[src/rtl/freq_gate_counter_pkg.sv]
// Shared definitions for the reciprocal gate counter and its downstream divider path.
// Holds the FSM state encoding, the default count width and the reference clock rate.
package freq_gate_counter_pkg;

  // Must match module_divider DATAWIDTH so the counts feed the divider unchanged.
  localparam int DATAWIDTH_DEF = 24;

  // Reference clock frequency in Hz, used downstream to scale cnt_sig / cnt_ref.
  localparam int F_REF = 100_000_000;

  typedef enum logic [1:0] {
    ST_IDLE    = 2'd0,
    ST_ARM     = 2'd1,
    ST_MEASURE = 2'd2,
    ST_DONE    = 2'd3
  } state_e;

endpackage

[src/rtl/freq_gate_counter_if.sv]
// Control/result bundle between the gate counter (slave) and its consumer (master).
interface freq_gate_counter_if
  import freq_gate_counter_pkg::*;
#(
  parameter int DATAWIDTH = DATAWIDTH_DEF
);

  logic                 start;
  logic                 busy;
  logic                 done;
  logic [DATAWIDTH-1:0] cnt_sig;
  logic [DATAWIDTH-1:0] cnt_ref;
  logic                 overflow;
  logic                 timeout;

  modport master (
    output start,
    input  busy, done, cnt_sig, cnt_ref, overflow, timeout
  );

  modport slave (
    input  start,
    output busy, done, cnt_sig, cnt_ref, overflow, timeout
  );

endinterface

[src/rtl/freq_gate_counter_sig_sync_edge.sv]
// Two-flop synchronizer followed by a registered rising-edge pulse.
// Reusable for any asynchronous level input; pulse appears 3 clk after the pin edge.
module freq_gate_counter_sig_sync_edge (
  input  logic clk,
  input  logic rst_n,
  input  logic async_in,
  output logic rise
);

  logic meta;
  logic sync;
  logic sync_d;

  // NOTE: non-blocking assignments make every stage capture its predecessor's
  // pre-edge value; blocking here would collapse the chain into a single flop.
  always_ff @(posedge clk or negedge rst_n) begin
    if (!rst_n) begin
      meta   <= 1'b0;
      sync   <= 1'b0;
      sync_d <= 1'b0;
      rise   <= 1'b0;
    end else begin
      meta   <= async_in;
      sync   <= meta;
      sync_d <= sync;
      rise   <= sync & ~sync_d;
    end
  end

endmodule

[src/rtl/freq_gate_counter.sv]
// Equal-precision gate counter: counts signal periods and clk cycles over a gate
// that opens and closes on sig_in rising edges, so cnt_ref is an exact multiple of the period.
module freq_gate_counter
  import freq_gate_counter_pkg::*;
#(
  parameter int DATAWIDTH      = DATAWIDTH_DEF,
  parameter int GATE_CYCLES    = 1_000_000,
  parameter int TIMEOUT_CYCLES = 4_000_000
) (
  input  logic                clk,
  input  logic                rst_n,
  input  logic                sig_in,
  freq_gate_counter_if.slave  bus
);

  localparam int GW = $clog2(GATE_CYCLES + 1);
  localparam int TW = $clog2(TIMEOUT_CYCLES + 1);

  localparam logic [1:0] S_IDLE    = ST_IDLE;
  localparam logic [1:0] S_ARM     = ST_ARM;
  localparam logic [1:0] S_MEASURE = ST_MEASURE;
  localparam logic [1:0] S_DONE    = ST_DONE;

  localparam logic [DATAWIDTH-1:0] CNT_MAX   = '1;
  localparam logic [GW-1:0]        GATE_INIT = GW'(GATE_CYCLES);
  localparam logic [TW-1:0]        TO_LAST   = TW'(TIMEOUT_CYCLES - 1);

  logic                 sig_rise;
  logic [1:0]           state;
  logic [DATAWIDTH-1:0] sig_cnt;
  logic [DATAWIDTH-1:0] ref_cnt;
  logic [GW-1:0]        gate_cnt;
  logic [TW-1:0]        to_cnt;
  logic [DATAWIDTH-1:0] cnt_sig_q;
  logic [DATAWIDTH-1:0] cnt_ref_q;
  logic                 overflow_q;
  logic                 timeout_q;

  logic                 sig_sat;
  logic                 ref_sat;
  logic [DATAWIDTH-1:0] sig_inc;
  logic [DATAWIDTH-1:0] ref_inc;
  logic                 gate_open;
  logic                 to_expire;

  freq_gate_counter_sig_sync_edge u_sig_sync (
    .clk      (clk),
    .rst_n    (rst_n),
    .async_in (sig_in),
    .rise     (sig_rise)
  );

  // Saturating increments: a full counter holds at all-ones and raises overflow.
  assign sig_sat   = (sig_cnt == CNT_MAX);
  assign ref_sat   = (ref_cnt == CNT_MAX);
  assign sig_inc   = sig_sat ? CNT_MAX : sig_cnt + 1'b1;
  assign ref_inc   = ref_sat ? CNT_MAX : ref_cnt + 1'b1;
  assign gate_open = (gate_cnt != '0);
  // An edge in the expiry cycle wins, so expiry is qualified by the absence of sig_rise.
  assign to_expire = (to_cnt == TO_LAST) && !sig_rise;

  always_ff @(posedge clk or negedge rst_n) begin
    if (!rst_n) begin
      state      <= S_IDLE;
      sig_cnt    <= '0;
      ref_cnt    <= '0;
      gate_cnt   <= '0;
      to_cnt     <= '0;
      cnt_sig_q  <= '0;
      cnt_ref_q  <= '0;
      overflow_q <= 1'b0;
      timeout_q  <= 1'b0;
    end else begin
      case (state)
        S_IDLE: begin
          if (bus.start) begin
            state      <= S_ARM;
            overflow_q <= 1'b0;
            timeout_q  <= 1'b0;
            to_cnt     <= '0;
          end
        end

        S_ARM: begin
          if (sig_rise) begin
            state    <= S_MEASURE;
            sig_cnt  <= '0;
            ref_cnt  <= '0;
            gate_cnt <= GATE_INIT;
            to_cnt   <= '0;
          end else if (to_expire) begin
            // No opening edge ever arrived: report empty counts.
            state     <= S_DONE;
            timeout_q <= 1'b1;
            cnt_sig_q <= '0;
            cnt_ref_q <= '0;
          end else begin
            to_cnt <= to_cnt + 1'b1;
          end
        end

        S_MEASURE: begin
          if (sig_rise && !gate_open) begin
            // Closing edge: include this period and this cycle in the result.
            state     <= S_DONE;
            cnt_sig_q <= sig_inc;
            cnt_ref_q <= ref_inc;
            if (sig_sat || ref_sat) overflow_q <= 1'b1;
          end else if (to_expire) begin
            state     <= S_DONE;
            timeout_q <= 1'b1;
            cnt_sig_q <= sig_cnt;
            cnt_ref_q <= ref_cnt;
          end else begin
            ref_cnt <= ref_inc;
            if (ref_sat) overflow_q <= 1'b1;
            if (gate_open) gate_cnt <= gate_cnt - 1'b1;
            if (sig_rise) begin
              sig_cnt <= sig_inc;
              to_cnt  <= '0;
              if (sig_sat) overflow_q <= 1'b1;
            end else begin
              to_cnt <= to_cnt + 1'b1;
            end
          end
        end

        S_DONE:  state <= S_IDLE;
        default: state <= S_IDLE;
      endcase
    end
  end

  assign bus.busy     = (state == S_ARM) || (state == S_MEASURE);
  assign bus.done     = (state == S_DONE);
  assign bus.cnt_sig  = cnt_sig_q;
  assign bus.cnt_ref  = cnt_ref_q;
  assign bus.overflow = overflow_q;
  assign bus.timeout  = timeout_q;

endmodule

[src/flat_wrapper.sv]
// flat-port wrapper written by rule: the top's interface ports become plain ports
module freq_gate_counter_flat import freq_gate_counter_pkg::*;
#(
  parameter int DATAWIDTH      = DATAWIDTH_DEF,
  parameter int GATE_CYCLES    = 1_000_000,
  parameter int TIMEOUT_CYCLES = 4_000_000
)
  (clk, rst_n, sig_in, bus_start, bus_busy, bus_done, bus_cnt_sig, bus_cnt_ref, bus_overflow, bus_timeout);
  freq_gate_counter_if #(.DATAWIDTH(DATAWIDTH)) bus_i ();
  input  logic clk;
  input  logic rst_n;
  input  logic sig_in;
  input wire logic [$bits(bus_i.start)-1:0] bus_start;
  output wire logic [$bits(bus_i.busy)-1:0] bus_busy;
  output wire logic [$bits(bus_i.done)-1:0] bus_done;
  output wire logic [$bits(bus_i.cnt_sig)-1:0] bus_cnt_sig;
  output wire logic [$bits(bus_i.cnt_ref)-1:0] bus_cnt_ref;
  output wire logic [$bits(bus_i.overflow)-1:0] bus_overflow;
  output wire logic [$bits(bus_i.timeout)-1:0] bus_timeout;
  assign bus_i.start = bus_start;
  assign bus_busy = bus_i.busy;
  assign bus_done = bus_i.done;
  assign bus_cnt_sig = bus_i.cnt_sig;
  assign bus_cnt_ref = bus_i.cnt_ref;
  assign bus_overflow = bus_i.overflow;
  assign bus_timeout = bus_i.timeout;
  freq_gate_counter #(.DATAWIDTH(DATAWIDTH), .GATE_CYCLES(GATE_CYCLES), .TIMEOUT_CYCLES(TIMEOUT_CYCLES)) u_core (.clk(clk), .rst_n(rst_n), .sig_in(sig_in), .bus(bus_i));
endmodule
[config.mk]
export PLATFORM = sky130hd
export DESIGN_NAME = freq_gate_counter_flat
export DESIGN_NICKNAME = d
export VERILOG_FILES = /design/src/rtl/freq_gate_counter_pkg.sv /design/src/rtl/freq_gate_counter_if.sv /design/src/rtl/freq_gate_counter_sig_sync_edge.sv /design/src/rtl/freq_gate_counter.sv /design/src/flat_wrapper.sv
export SDC_FILE = /design/constraint.sdc
export NUM_CORES = 1
export LEC_CHECK = 0
export ABC_AREA = 1
export BUFFER_PORTS_ARGS = -buffer_cell sky130_fd_sc_hd__buf_2
export CORE_MARGIN = 4
export CORE_UTILIZATION = 30
export CTS_CLUSTER_DIAMETER = 40
export DETAILED_ROUTE_END_ITERATION = 12
export PLACE_DENSITY_LB_ADDON = 0.15
export SKIP_LAST_GASP = 1
export SLEW_MARGIN = 20
export SYNTH_ARGS = -nofsm -noshare
export SYNTH_HDL_FRONTEND = slang
export SYNTH_SLANG_ARGS = --single-unit
[constraint.sdc]
create_clock -name clk -period 4.7 [get_ports clk]
set_clock_uncertainty 0.1 [all_clocks]
set_input_delay 0.47 -clock clk [delete_from_list [all_inputs] [get_ports clk]]
set_output_delay 0.47 -clock clk [all_outputs]
set_load 0.03 [all_outputs]
# Yosys cells after proc, flatten, opt, wreduce, memory -nomap -nowiden
# Index checks and enable logic that the tools add are counted.
word_totals:
  out_inout_bits: 52
  register_bits: 146
  inputBits: 4
  elab_cells: 102
op_classes:
  muxes: 47
  bitwise: 2
  reduce_logical: 18
  n_addsub: 4
  n_eq_ne: 18
ops:
  columns: ["op", "n"]
  rows:
  - ["$mux 24", 14]
  - ["$pmux 24 s2", 4]
  - ["$mux 22", 6]
  - ["$mux 20", 4]
  - ["$pmux 22 s3", 1]
  - ["$add 24x1->24 const B", 2]
  - ["$eq 24x24->1 const B", 2]
  - ["$pmux 20 s2", 1]
  - ["$add 22x1->22 const B", 1]
  - ["$eq 22x22->1 const B", 1]
  - ["$reduce_bool 20->1", 1]
  - ["$sub 20x1->20 const B", 1]
  - ["$reduce_and 4->1", 4]
  - ["$reduce_and 5->1", 3]
  - ["$ne 2x2->1 const B", 6]
  - ["$mux 1", 10]
  - ["$ne 3x3->1 const B", 3]
  - ["$mux 2", 4]
  - ["$pmux 2 s4", 1]
  - ["$eq 2x2->1 const B", 2]
  - ["$ne 2x1->1 const B", 2]
  - ["$reduce_bool 2->1", 2]
  - ["$ne 3x1->1 const B", 1]
  - ["$pmux 1 s3", 1]
  - ["other kinds (9)", 12]

# Logic depth before layout (Yosys ltp)
# Gate-level depths: netlist of run 1.
depth:
  ltp_word: 7
  mapped_depth: 12
  ltp_nobuf: 11

# Modules after synthesis
# From an unflattened synthesis of run 1, not the netlist that was laid out.
unflattened:
  hier_cells: 1342
  hier_area_um2: 9063.7
by_module_without_submodules:
  columns: ["mod", "instances", "seq_area_each_um2", "cells_per_inst", "area_per_inst_um2"]
  rows:
  - ["freq_gate_counter", 1, 3553.4, 1336, 8953.6]
  - ["freq_gate_counter_sig_sync_edge", 1, 100.1, 6, 110.1]

# Worst setup path after synthesis of run 1
# Ideal clock, no wire load.
synth_path:
  kind: "register to register"
  startpoint: "reg u_core.state[0]"
  endpoint: "reg u_core.to_cnt[2]"
  path_buffers: 1
  t_arrival_ns: 1.827
  synth_period_minus_slack_ns: 2.010
  stages_incl_launch_ff: 8
  required_time_ns: 4.517
  setup_slack_ns: 2.690
  setup_time_ns: 0.083
  path_cell_list: "dfrtp_1 > inv_1 > ha_1 > clkbuf_1 > inv_1 > nor2_1 > nand3_1 > o21ai_0"
synth_between:
  elab_chain_cells: 3
  word_cells_on_any_way: 10
  classes_between: "6 x eq/ne; 1 x mux; 3 x reduce/logical"
synth_rtl:
  columns: ["element", "line", "rtl"]
  rows:
  - ["from (decl)", "freq_gate_counter.sv:29", "logic [1:0] state;"]
  - ["from (signal assigned)", "freq_gate_counter.sv:64", "state <= S_IDLE;"]
  - ["from (signal assigned)", "freq_gate_counter.sv:77", "state <= S_ARM;"]
  - ["from (signal assigned)", "freq_gate_counter.sv:86", "state <= S_MEASURE;"]
  - ["$eq 2x1->1, or another cell as far along", "freq_gate_counter.sv:74", "case (state)"]
  - ["$ne 3x3->1 (no line), or another cell as far along", null, null]
  - ["$reduce_and 5->1 (no line)", null, null]
  - ["to (signal assigned)", "freq_gate_counter.sv:98", "to_cnt <= to_cnt + 1'b1;"]
  - ["to (signal assigned)", "freq_gate_counter.sv:123", "to_cnt <= to_cnt + 1'b1;"]
  - ["to (decl)", "freq_gate_counter.sv:33", "logic [TW-1:0] to_cnt;"]
# Several ways; a longest one is shown, not always the timed one.
# A chain may end at the register's enable or synchronous reset.

# Worst setup path in the final report of run 1
layout_path:
  startpoint: "reg u_core.state[0]"
  endpoint: "reg u_core.sig_cnt[18]"
layout_between:
  elab_chain_cells: 3
  word_cells_on_any_way: 9
  classes_between: "6 x eq/ne; 1 x mux; 2 x reduce/logical"
layout_rtl:
  columns: ["element", "line", "rtl"]
  rows:
  - ["$eq 2x2->1 or $eq 2x1->1 (tied branches)", "freq_gate_counter.sv:74", null]
  - ["$ne 2x2->1 (no line) or $reduce_bool 2->1 (tied branches)", null, null]
  - ["$reduce_and 5->1 (no line)", null, null]
  - ["to (signal assigned)", "freq_gate_counter.sv:119", "sig_cnt <= sig_inc;"]
  - ["to (decl)", "freq_gate_counter.sv:30", "logic [DATAWIDTH-1:0] sig_cnt;"]
# Several ways; a longest one is shown, not always the timed one.

==> qor.yml, run 1 <==
cellPowerDensity_nw_per_um2: 443
clock.fmax_mhz: 334
power.total_mw: 4.59
detailedRoute.firstPassIterationCount: 5
vias: 8718
mostFrequentLayoutCell: "sky130_fd_sc_hd__nand2_1"
post-route-min-period_ns: 2.99
hpwlAfterDp_um: 18100
clk_pin_slew_ns: 0.07
final_layout_size_suffix_gt1_share_pct: 9.26
worst-path-stages: 9
p_leak_nw: 5.29
rows: 63
max-clock-path-buffers: 2
setup.reg_to_reg.worst_slack_ns: 1.71
postLayoutCellArea_um2: 10400
vias_per_inst: 4.77
insertion_delay_of_the_later_clocked_pin_in_the_worst_skew_pair_ns: 0.45
final-setup-viol-count: 0
worst_min_delay_path_category: "in -> async"
routedWlPerCell_um: 14.4
htree_num_levels: 4
synth.lib_cells_used.distinct: 38
yosysTopAreaCell: "sky130_fd_sc_hd__dfrtp_1"
synth_nets: 1403
grt_pass1_vias: 8428
cp_cell_sequence: "inv_1, ha_1, buf_4, inv_2, nor2_4, inv_2, nand3_2, nand2_1, nand2_1"
cts_inserted_buffers: 17
post_cts_buffers: 0
slew_headroom_pct: 32.1
critPathSlowestCell: "sky130_fd_sc_hd__nor2_4"
timing.critical_path.max_delay_family: "simple AND/OR/NAND/NOR gates"
critical_path.endpoint_type: "flip-flop"
arrival_ns: 3.27
final_cell_mix: "sky130_fd_sc_hd__nand2_1, sky130_fd_sc_hd__dfrtp_1, sky130_fd_sc_hd__nor2_1"
timing.critical_path.buf_inv: 4
route.antenna.remaining_nets: 0
slowest_delay_ns: 0.79
synth.ff_latch_count: 146
filler_cell_count: 3260
n_antenna_cell: 0
die-height_um: 183
final.hold.worst_slack_ns: 0.0368
synthToLayoutAreaGrowth_pct: 12.5
grt_start_max_net_pins: 91
worstPathRequired_ns: 4.97
cts_tree: "built"
sequential_share_of_the_synthesized_area_pct: 39.6
yosysTopAreaCellShare_pct: 39.6
mappedNetlistArea_um2: 9220
cts.repair.resized: 0
io_buffers: 55
final-instance-count-excl-fill: 1827
drt_drc_violations_left: 0
setup_total_negative_slack_ns: 0
max-cap-violations: 0
cts_root_buf: "sky130_fd_sc_hd__clkbuf_16"
run_status: "completed"
classification_of_the_worst_setup_path: "reg -> reg"
grt_setup_unrepaired: "no"
grt.total_usage_pct: 16.1
reg2reg_depth: 9
detail_route.wirelength_um: 26300
syn_avg_cell_area_um2: 6.64
core_um2: 30000
chip_width_um: 183
worstMarginPinSlew_ns: 1.02
clock-sinks: 146
final_min_period_over_clock_period_pct: 63.7
dp_cells: 1795
ys_warn_count: 0
final_max_slew_viols: 0
design.portCount: 56
place_area_um2: 9750
holdBufCountCts: 0
critical_path.max_fanout: 28
post_synth_main_area_contributors: "sky130_fd_sc_hd__dfrtp_1, sky130_fd_sc_hd__nand2_1, sky130_fd_sc_hd__nor2_1"
first_iter_violations: 600
antenna_violations_before_repair: 0
finalWeightedCongestion: 0.853
initial_utilization_pct: 30.8
grt_first_pass_wirelength_um: 44300
critical_path_source_type: "flip-flop"
timing_hold_violations_final: 0
post_synth_inst_count: 1389
irDropWorstVdd_mv: 0.229
total_congestion_overflow_after_global_routing: 0
overall_die_area_um2: 33600
design.final.nets: 1438
cell families (layout without fill, tap and decap cells):
logic type / after synthesis / after routing / synth area share, %
compound gates: 93 / 93 / 5.41
xor+xnor: 29 / 29 / 2.75
fa+ha+maj: 10 / 10 / 1.36
buf+inv: 146 / 194 / 7.36
flops: 146 / 146 / 39.6
simple gates: 965 / 965 / 43.5
per-stage QoR:
step | util [%] | setup WS (ns)
after global placement | 32.6 | 1.77
after floorplan | - | 2.69
final | 34.6 | 1.71
after detailed placement | 32.6 | 1.70
after CTS | 34.6 | 1.69
after global routing | 34.6 | 1.40
routing by layer:
layer	up-vias	routed length, um	track usage, %
met5	-	0	0
li1	4455	-	-
met3	18	1180	2.66
met4	0	253	3.69
met2	183	11600	25.5
met1	4062	13300	23.0
sequential cells by signal, summed over array words and instances (netlist names), 2 cells and up:
name,flops
u_core.ref_cnt,24
u_core.sig_cnt,24
u_core.bus.cnt_ref,24
u_core.bus.cnt_sig,24
u_core.gate_cnt,20
u_core.state,2
u_core.to_cnt,22
cell usage after synthesis:
library cell	n
sky130_fd_sc_hd__or2_2	3
sky130_fd_sc_hd__xor2_1	24
sky130_fd_sc_hd__o21ai_2	4
sky130_fd_sc_hd__ha_1	10
sky130_fd_sc_hd__nand4_1	34
sky130_fd_sc_hd__nand2_2	4
sky130_fd_sc_hd__o2111ai_1	1
sky130_fd_sc_hd__nand4_4	1
sky130_fd_sc_hd__buf_2	21
sky130_fd_sc_hd__inv_1	93
sky130_fd_sc_hd__nand4_2	1
sky130_fd_sc_hd__a21oi_1	9
sky130_fd_sc_hd__inv_2	4
sky130_fd_sc_hd__a21o_1	3
sky130_fd_sc_hd__and2_1	1
sky130_fd_sc_hd__o21bai_1	1
sky130_fd_sc_hd__nand3_2	2
sky130_fd_sc_hd__nand2_1	663
sky130_fd_sc_hd__nand2_4	1
sky130_fd_sc_hd__xnor2_1	5
sky130_fd_sc_hd__clkinv_2	1
sky130_fd_sc_hd__nor3b_1	1
sky130_fd_sc_hd__nand3_1	91
sky130_fd_sc_hd__clkinv_4	1
sky130_fd_sc_hd__dfrtp_1	146
sky130_fd_sc_hd__a31oi_1	2
sky130_fd_sc_hd__o211ai_1	1
sky130_fd_sc_hd__o21ai_1	22
sky130_fd_sc_hd__buf_4	6
sky130_fd_sc_hd__nand3_4	1
sky130_fd_sc_hd__nand3b_1	9
sky130_fd_sc_hd__o21ai_0	50
sky130_fd_sc_hd__clkbuf_1	10
sky130_fd_sc_hd__nor2_2	10
sky130_fd_sc_hd__buf_6	10
sky130_fd_sc_hd__nor2_1	126
sky130_fd_sc_hd__nor3_1	13
sky130_fd_sc_hd__nor2_4	4
path summary, 6_finish.rpt:
| path | startpoint | endpoint |
|---|---|---|
| worst max-delay path | u_core.state[0] | u_core.sig_cnt[18] |
| worst min-delay path | rst_n | u_core.bus.cnt_ref[20] |
| worst max register to register | u_core.state[0] | u_core.sig_cnt[18] |
| worst min register to register | u_core.u_sig_sync.meta | u_core.u_sig_sync.sync |
| max in group asynchronous | rst_n | u_core.bus.cnt_sig[11] |
| min in group clk | sig_in | u_core.u_sig_sync.meta |
worst reg2reg max path: cells and delay by family, from the launching register on:
family | cells | cell delay [ns]
simple gates | 4 | 1.43
buf+inv | 4 | 0.84
flops | 1 | 0.41
fa+ha+maj | 1 | 0.16
power by group:
part,switching (mW),internal (mW),leakage (nW),total (mW)
Sequential,0.0978,1.35,2.01,1.45
Clock,0.615,0.875,0.311,1.49
Combinational,1.26,0.397,2.97,1.65
Total,1.97,2.62,5.29,4.59
cell type report:
cell class | count | area, um^2 | share of cell area, %
Inverter | 99 | 378 | 3.64
Tap cell | 390 | 488 | 4.70
Timing Repair Buffer | 63 | 342 | 3.29
Sequential cell | 146 | 3650 | 35.2
Clock inverter | 13 | 169 | 1.63
Multi-Input combinational cell | 1097 | 4890 | 47.1
Clock buffer | 19 | 453 | 4.37
Note: power is estimated with default switching activity, not from simulation.
==> run 2: changes to the inputs <==
Clock period 4.7 ns to 2.62 ns, I/O delays scaled along.
==> run 2 against run 1 <==
  * Non-clock buffer count up 23
  * Worst setup slack worse by 1.4 ns
  * Critical path depth grew 3
  * Die area unchanged
  * Global-route usage up 0.27 points
  * Clock power grew 64%
  * Critical endpoint is now u_core.bus.cnt_sig[11]
  * Largest cell class unchanged
  * First-iteration DRC count down 5.8%
  * Clock-buffer cell count down 1
  * Core utilization rose by 0.77 points
==> qor.yml, run 2 (synthesis gave the netlist of run 1 again) <==
core_um2: 30000  # unchanged
io_buffers: 55  # unchanged
vias: 8728  # was 8718
vias_per_inst: 4.72  # was 4.77
irDropWorstVdd_mv: 0.514  # was 0.229 mV
routedWlPerCell_um: 14.4  # about the same
total_congestion_overflow_after_global_routing: 0  # unchanged
die-height_um: 183  # unchanged
insertion_delay_of_the_later_clocked_pin_in_the_worst_skew_pair_ns: 0.44  # was 0.45 ns
htree_num_levels: 4  # unchanged
grt_setup_unrepaired: "no"  # unchanged
final_cell_mix: "sky130_fd_sc_hd__nand2_1, sky130_fd_sc_hd__dfrtp_1, sky130_fd_sc_hd__nor2_1"  # unchanged
post_cts_buffers: 0  # unchanged
cts_root_buf: "sky130_fd_sc_hd__clkbuf_16"  # unchanged
timing.critical_path.max_delay_family: "simple AND/OR/NAND/NOR gates"  # unchanged
placement.setup.worst_slack_ns: 0.184  # was 1.70 ns
max-cap-violations: 0  # unchanged
critical_path.endpoint_type: "flip-flop"  # unchanged
timing_hold_violations_final: 0  # unchanged
grt_first_pass_wirelength_um: 45100  # was 44300 um
hpwlAfterDp_um: 18800  # was 18100 um
chip_width_um: 183  # unchanged
p_leak_nw: 5.42  # was 5.29 nW
dp_cells: 1816  # was 1795
place_area_um2: 10000  # was 9750 um^2
worst_min_delay_path_category: "in -> reg"  # was in -> async
antenna_violations_before_repair: 0  # unchanged
postLayoutCoreUtil_pct: 35.4  # was 34.6%
slowest_delay_ns: 0.48  # was 0.79 ns
post-route-min-period_ns: 2.34  # was 2.99 ns
final_max_slew_viols: 0  # unchanged
n_antenna_cell: 0  # unchanged
setup_total_negative_slack_ns: 0  # unchanged
initial_utilization_pct: 30.8  # unchanged
design.final.nets: 1461  # was 1438
clock-sinks: 146  # unchanged
critical_path_source_type: "flip-flop"  # unchanged
cts_tree: "built"  # unchanged
clk_pin_slew_ns: 0.07  # about the same
route.antenna.remaining_nets: 0  # unchanged
design.portCount: 56  # unchanged
final_min_period_over_clock_period_pct: 89.3  # was 63.7%
critPathSlowestCell: "sky130_fd_sc_hd__dfrtp_1"  # was sky130_fd_sc_hd__nor2_4
synthToLayoutAreaGrowth_pct: 15.0  # was 12.5%
worstMarginPinSlew_ns: 0.884  # was 1.02 ns
classification_of_the_worst_setup_path: "reg -> reg"  # unchanged
cellPowerDensity_nw_per_um2: 775  # was 443 nW/um^2
rows: 63  # unchanged
postLayoutCellArea_um2: 10600  # was 10400 um^2
grt.total_usage_pct: 16.3  # was 16.1%
cts_inserted_buffers: 17  # unchanged
run_status: "completed"  # unchanged
overall_die_area_um2: 33600  # unchanged
grt_start_max_net_pins: 54  # was 91
clock.fmax_mhz: 428  # was 334 MHz
timing.critical_path.buf_inv: 1  # was 4
filler_cell_count: 3337  # was 3260
final-instance-count-excl-fill: 1850  # was 1827
arrival_ns: 2.61  # was 3.27 ns
power.total_mw: 8.21  # was 4.59 mW
final_layout_size_suffix_gt1_share_pct: 10.7  # was 9.26%
critical_path.max_fanout: 15  # was 28
finalWeightedCongestion: 0.858  # was 0.853
max-clock-path-buffers: 2  # unchanged
setup_slack_ns: 0.281  # was 1.71 ns
grt_pass1_vias: 8664  # was 8428
final-setup-viol-count: 0  # unchanged
final.hold.worst_slack_ns: 0.0984  # was 0.0368 ns
mostFrequentLayoutCell: "sky130_fd_sc_hd__nand2_1"  # unchanged
cp_cell_sequence: "ha_1, nand2_1, nor2_2, nand2_1, nor2_2, nand2_4, buf_4, nand3_1, nand2_1, o21ai_0, nand2_1, nand2_1"  # was inv_1, ha_1, buf_4, inv_2, nor2_4, inv_2, nand3_2, nand2_1, nand2_1
first_iter_violations: 565  # was 600
detail_route.wirelength_um: 26700  # was 26300 um
slew_headroom_pct: 41.0  # was 32.1%
worstPathRequired_ns: 2.89  # was 4.97 ns
crit_path_frequent_cell: "sky130_fd_sc_hd__nand2_1"
detailedRoute.firstPassIterationCount: 4  # was 5
drt_drc_violations_left: 0  # unchanged
## run 2: cell count changes in the layout (fill, tap and decap cells not counted), sizes merged
cell         change
bufinv           -3
inv              +2
clkinv           +1
clkinvlp         +1
clkbuf           -1
buf             +21
dlygate4sd3      +2
## run 2: layout make-up
| class | count | area [um^2] | share of cell area [%] |
|---|---|---|---|
| inverters | 99 | 378 | 3.56 |
| clock inverters | 14 | 139 | 1.31 |
| clock buffers | 18 | 439 | 4.14 |
| repair buffers | 86 | 607 | 5.72 |
| multi-input cells | 1097 | 4900 | 46.2 |
| flip-flops and latches | 146 | 3650 | 34.5 |
| well taps | 390 | 488 | 4.60 |
## run 2: tightest hold or removal path, delay by kind of cell
kind,cells,cell delay [ns]
buffers and inverters,2,0.17
AND/OR/NAND/NOR,1,0.07
AO/OA/AOI/OAI,1,0.08
## run 2: worst paths after layout
path | slack, ns | to | cells after the start | start
max | 0.28 | u_core.bus.cnt_sig[11] | 12 | u_core.sig_cnt[0]
min | 0.1 | u_core.state[1] | 4 | bus_start
max reg2reg | 0.28 | u_core.bus.cnt_sig[11] | 12 | u_core.sig_cnt[0]
min reg2reg | 0.25 | u_core.u_sig_sync.sync | 0 | u_core.u_sig_sync.meta
max in group asynchronous | 1.50 | u_core.to_cnt[0] | 3 | rst_n
min in group asynchronous | 0.23 | u_core.bus.cnt_ref[21] | 2 | rst_n
## run 2: repair_timing
action	4_1_cts	5_1_grt
hold buffers	2	0
setup endpoints to repair	0	10
hold endpoints to repair	47	0
resized for setup	0	3
## run 2: power by group
group / leakage, nW / total, mW / switching [mW] / internal [mW]
clock: 0.283 / 2.45 / 1.16 / 1.29
sequential: 2.00 / 2.58 / 0.160 / 2.42
combinational: 3.13 / 3.18 / 2.30 / 0.878
total: 5.42 / 8.21 / 3.62 / 4.59
## run 2: layer usage
layer / part of all wire, % / vias up / track usage (%)
li1: - / 4493 / -
met1: 50 / 4078 / 22.9
met2: 45 / 140 / 26.6
met3: 3.8 / 17 / 2.62
met4: 1.1 / 0 / 3.78
met5: 0 / - / 0
==> run 3: changes to the inputs <==
Settings changed: CORE_ASPECT_RATIO set to 0.9, REMOVE_ABC_BUFFERS set to 1.
==> run 3 against run 2 <==
  * Sequential power about the same
  * Highest routed layer unchanged
  * Global-route usage up 0.081 points
  * Cell count grew 1.3%
  * Register-to-register slack worse by 0.07 ns
  * Largest power group unchanged
  * Largest cell class unchanged
  * Routed wire length is 0.32% lower
  * Non-clock buffer count up 11
  * Worst setup slack worse by 0.14 ns
  * Die area about the same
  * Critical path type is now reg -> out
  * Critical path depth decreased by 7
==> qor.yml, run 3 (synthesis gave the netlist of run 1 again) <==
power_switching_share_pct: 41.7  # was 44.1%
cts_inserted_buffers: 17  # unchanged
clock-sinks: 146  # unchanged
design.final.nets: 1472  # was 1461
classification_of_the_worst_setup_path: "reg -> out"  # was reg -> reg
clk_pin_slew_ns: 0.06  # was 0.07 ns
insertion_delay_of_the_later_clocked_pin_in_the_worst_skew_pair_ns: 0.43  # was 0.44 ns
power.total_mw: 8.52  # was 8.21 mW
sequential_share_of_power_pct: 30.4  # was 31.5%
grt_first_pass_wirelength_um: 45100  # unchanged
final_max_slew_viols: 0  # unchanged
clock.fmax_mhz: 404  # was 428 MHz
cts_tree: "built"  # unchanged
cts_root_buf: "sky130_fd_sc_hd__clkbuf_16"  # unchanged
postLayoutCoreUtil_pct: 35.6  # was 35.4%
final.hold.worst_slack_ns: 0.0837  # was 0.0984 ns
clock_network_power_share_pct: 30.7  # was 29.9%
drt_drc_violations_left: 0  # unchanged
final-instance-count-excl-fill: 1874  # was 1850
cellPowerDensity_nw_per_um2: 796  # was 775 nW/um^2
io_buffers: 55  # unchanged
irDropWorstVdd_mv: 0.591  # was 0.514 mV
final-setup-viol-count: 0  # unchanged
initial_utilization_pct: 30.6  # was 30.8%
grt_pass1_vias: 8592  # was 8664
critical_path.endpoint_type: "output port"  # was flip-flop
vias_per_inst: 4.62  # was 4.72
timing_hold_violations_final: 0  # unchanged
critPathSlowestCell: "sky130_fd_sc_hd__ha_1"  # was sky130_fd_sc_hd__dfrtp_1
placement.setup.worst_slack_ns: 0.148  # was 0.184 ns
reg2reg_depth: 8  # was 12
switchingPower_mw: 3.55  # was 3.62 mW
first_iter_violations: 535  # was 565
dp_cells: 1840  # was 1816
setup_slack_ns: 0.146  # was 0.281 ns
htree_num_levels: 4  # unchanged
synthToLayoutAreaGrowth_pct: 16.1  # was 15.0%
cp_cell_sequence: "inv_1, buf_4, ha_1, buf_4, buf_2"  # was ha_1, nand2_1, nor2_2, nand2_1, nor2_2, nand2_4, buf_4, nand3_1, nand2_1, o21ai_0, nand2_1, nand2_1
arrival_ns: 2.11  # was 2.61 ns
rows: 60  # was 63
antenna_violations_before_repair: 0  # unchanged
chip_width_um: 193  # was 183 um
detail_route.wirelength_um: 26600  # was 26700 um
final_min_period_over_clock_period_pct: 94.4  # was 89.3%
vias: 8659  # was 8728
design.portCount: 56  # unchanged
critical_path.max_fanout: 12  # was 15
n_antenna_cell: 0  # unchanged
filler_cell_count: 3275  # was 3337
worstPathRequired_ns: 2.26  # was 2.89 ns
post-route-min-period_ns: 2.47  # was 2.34 ns
max-clock-path-buffers: 2  # unchanged
slew_headroom_pct: 37.0  # was 41.0%
core_um2: 30100  # was 30000 um^2
worstMarginPinSlew_ns: 0.942  # was 0.884 ns
pwr-share-comb_pct: 38.9  # was 38.7%
finalWeightedCongestion: 0.860  # was 0.858
routedWlPerCell_um: 14.2  # was 14.4 um
slowest_delay_ns: 0.60  # was 0.48 ns
total_congestion_overflow_after_global_routing: 0  # unchanged
hold_depth: 4  # unchanged
grt_start_max_net_pins: 55  # was 54
grt.total_usage_pct: 16.4  # was 16.3%
mostFrequentLayoutCell: "sky130_fd_sc_hd__nand2_1"  # unchanged
worst_min_delay_path_category: "in -> reg"  # unchanged
crit_path_frequent_cell: "sky130_fd_sc_hd__buf_4"  # was sky130_fd_sc_hd__nand2_1
critical_path_source_type: "flip-flop"  # unchanged
p_leak_nw: 5.45  # was 5.42 nW
die-height_um: 174  # was 183 um
detailedRoute.firstPassIterationCount: 5  # was 4
run_status: "completed"  # unchanged
final_cell_mix: "sky130_fd_sc_hd__nand2_1, sky130_fd_sc_hd__dfrtp_1, sky130_fd_sc_hd__nor2_1"  # unchanged
hpwlAfterDp_um: 18800  # about the same
route.antenna.remaining_nets: 0  # unchanged
final_layout_size_suffix_gt1_share_pct: 11.2  # was 10.7%
overall_die_area_um2: 33600  # about the same
intPower_mw: 4.97  # was 4.59 mW
max-cap-violations: 0  # unchanged
grt_setup_unrepaired: "no"  # unchanged
-- run 3: cell count changes in the layout (fill, tap and decap cells not counted), sizes merged --
cell      previous run  this run
inv                106        98
clkinv               6         7
clkinvlp             1         4
buf                 84        95
bufinv               0         4
-- run 3: what timing repair did --
| action | 4_1_cts | 5_1_grt |
|---|---|---|
| hold buffers | 2 | 0 |
| endpoints found under the setup margin | 0 | 10 |
| buffers inserted | 0 | 0 |
| endpoints found under the hold margin | 50 | 0 |
| gates resized for setup | 0 | 2 |
-- run 3: metal layers --
metal,vias up,wire length [um],global-route usage (%)
li1,4501,-,-
met2,101,12100,26.1
met5,-,0,0
met3,12,675,2.63
met1,4045,13700,23.8
met4,0,193,3.21
-- run 3: path summary, 6_finish.rpt --
kind	slack [ns]	startpoint	end
worst max-delay path	0.15	u_core.state[0]	bus_busy
worst min-delay path	0.08	bus_start	u_core.state[1]
worst max register to register	0.21	u_core.state[0]	u_core.ref_cnt[12]
worst min register to register	0.25	u_core.u_sig_sync.meta	u_core.u_sig_sync.sync
max in group asynchronous	1.45	rst_n	u_core.ref_cnt[22]
min in group asynchronous	0.28	rst_n	u_core.gate_cnt[9]
-- run 3: through the flow --
| step | instance area, um^2 | TNS [ns] |
|---|---|---|
| 5_1_grt | 10700 | 0 |
| 3_3_place_gp | 10100 | 0 |
| 6_report | 10700 | 0 |
| 3_5_place_dp | 10100 | 0 |
| 4_1_cts | 10700 | 0 |
| 2_1_floorplan | 8920 | -14.12 |
-- run 3: cell type report --
cell class / instances / area (um^2) / share of cell area [%]
Clock inverter: 14 / 188 / 1.75
Sequential cell: 146 / 3650 / 34.1
Multi-Input combinational cell: 1097 / 4900 / 45.8
Inverter: 99 / 378 / 3.53
Clock buffer: 18 / 429 / 4.01
Timing Repair Buffer: 97 / 652 / 6.09
Tap cell: 403 / 504 / 4.71
-- run 3: critical path: cells and delay by family (launching register included) --
kind                       cells  cell delay [ns]
buffers and inverters          4             0.67
adders and majority gates      1             0.60
DFF                            1             0.40
-- run 3: power by group through the flow --
stage	logic, mW	clock network [mW]	registers, mW
floorplan	2.06	0	2.60
detailed placement	3.36	0	2.63
global placement	3.33	0	2.62
CTS	3.38	2.71	2.58
global route	3.76	2.80	2.61
finish	3.31	2.62	2.58
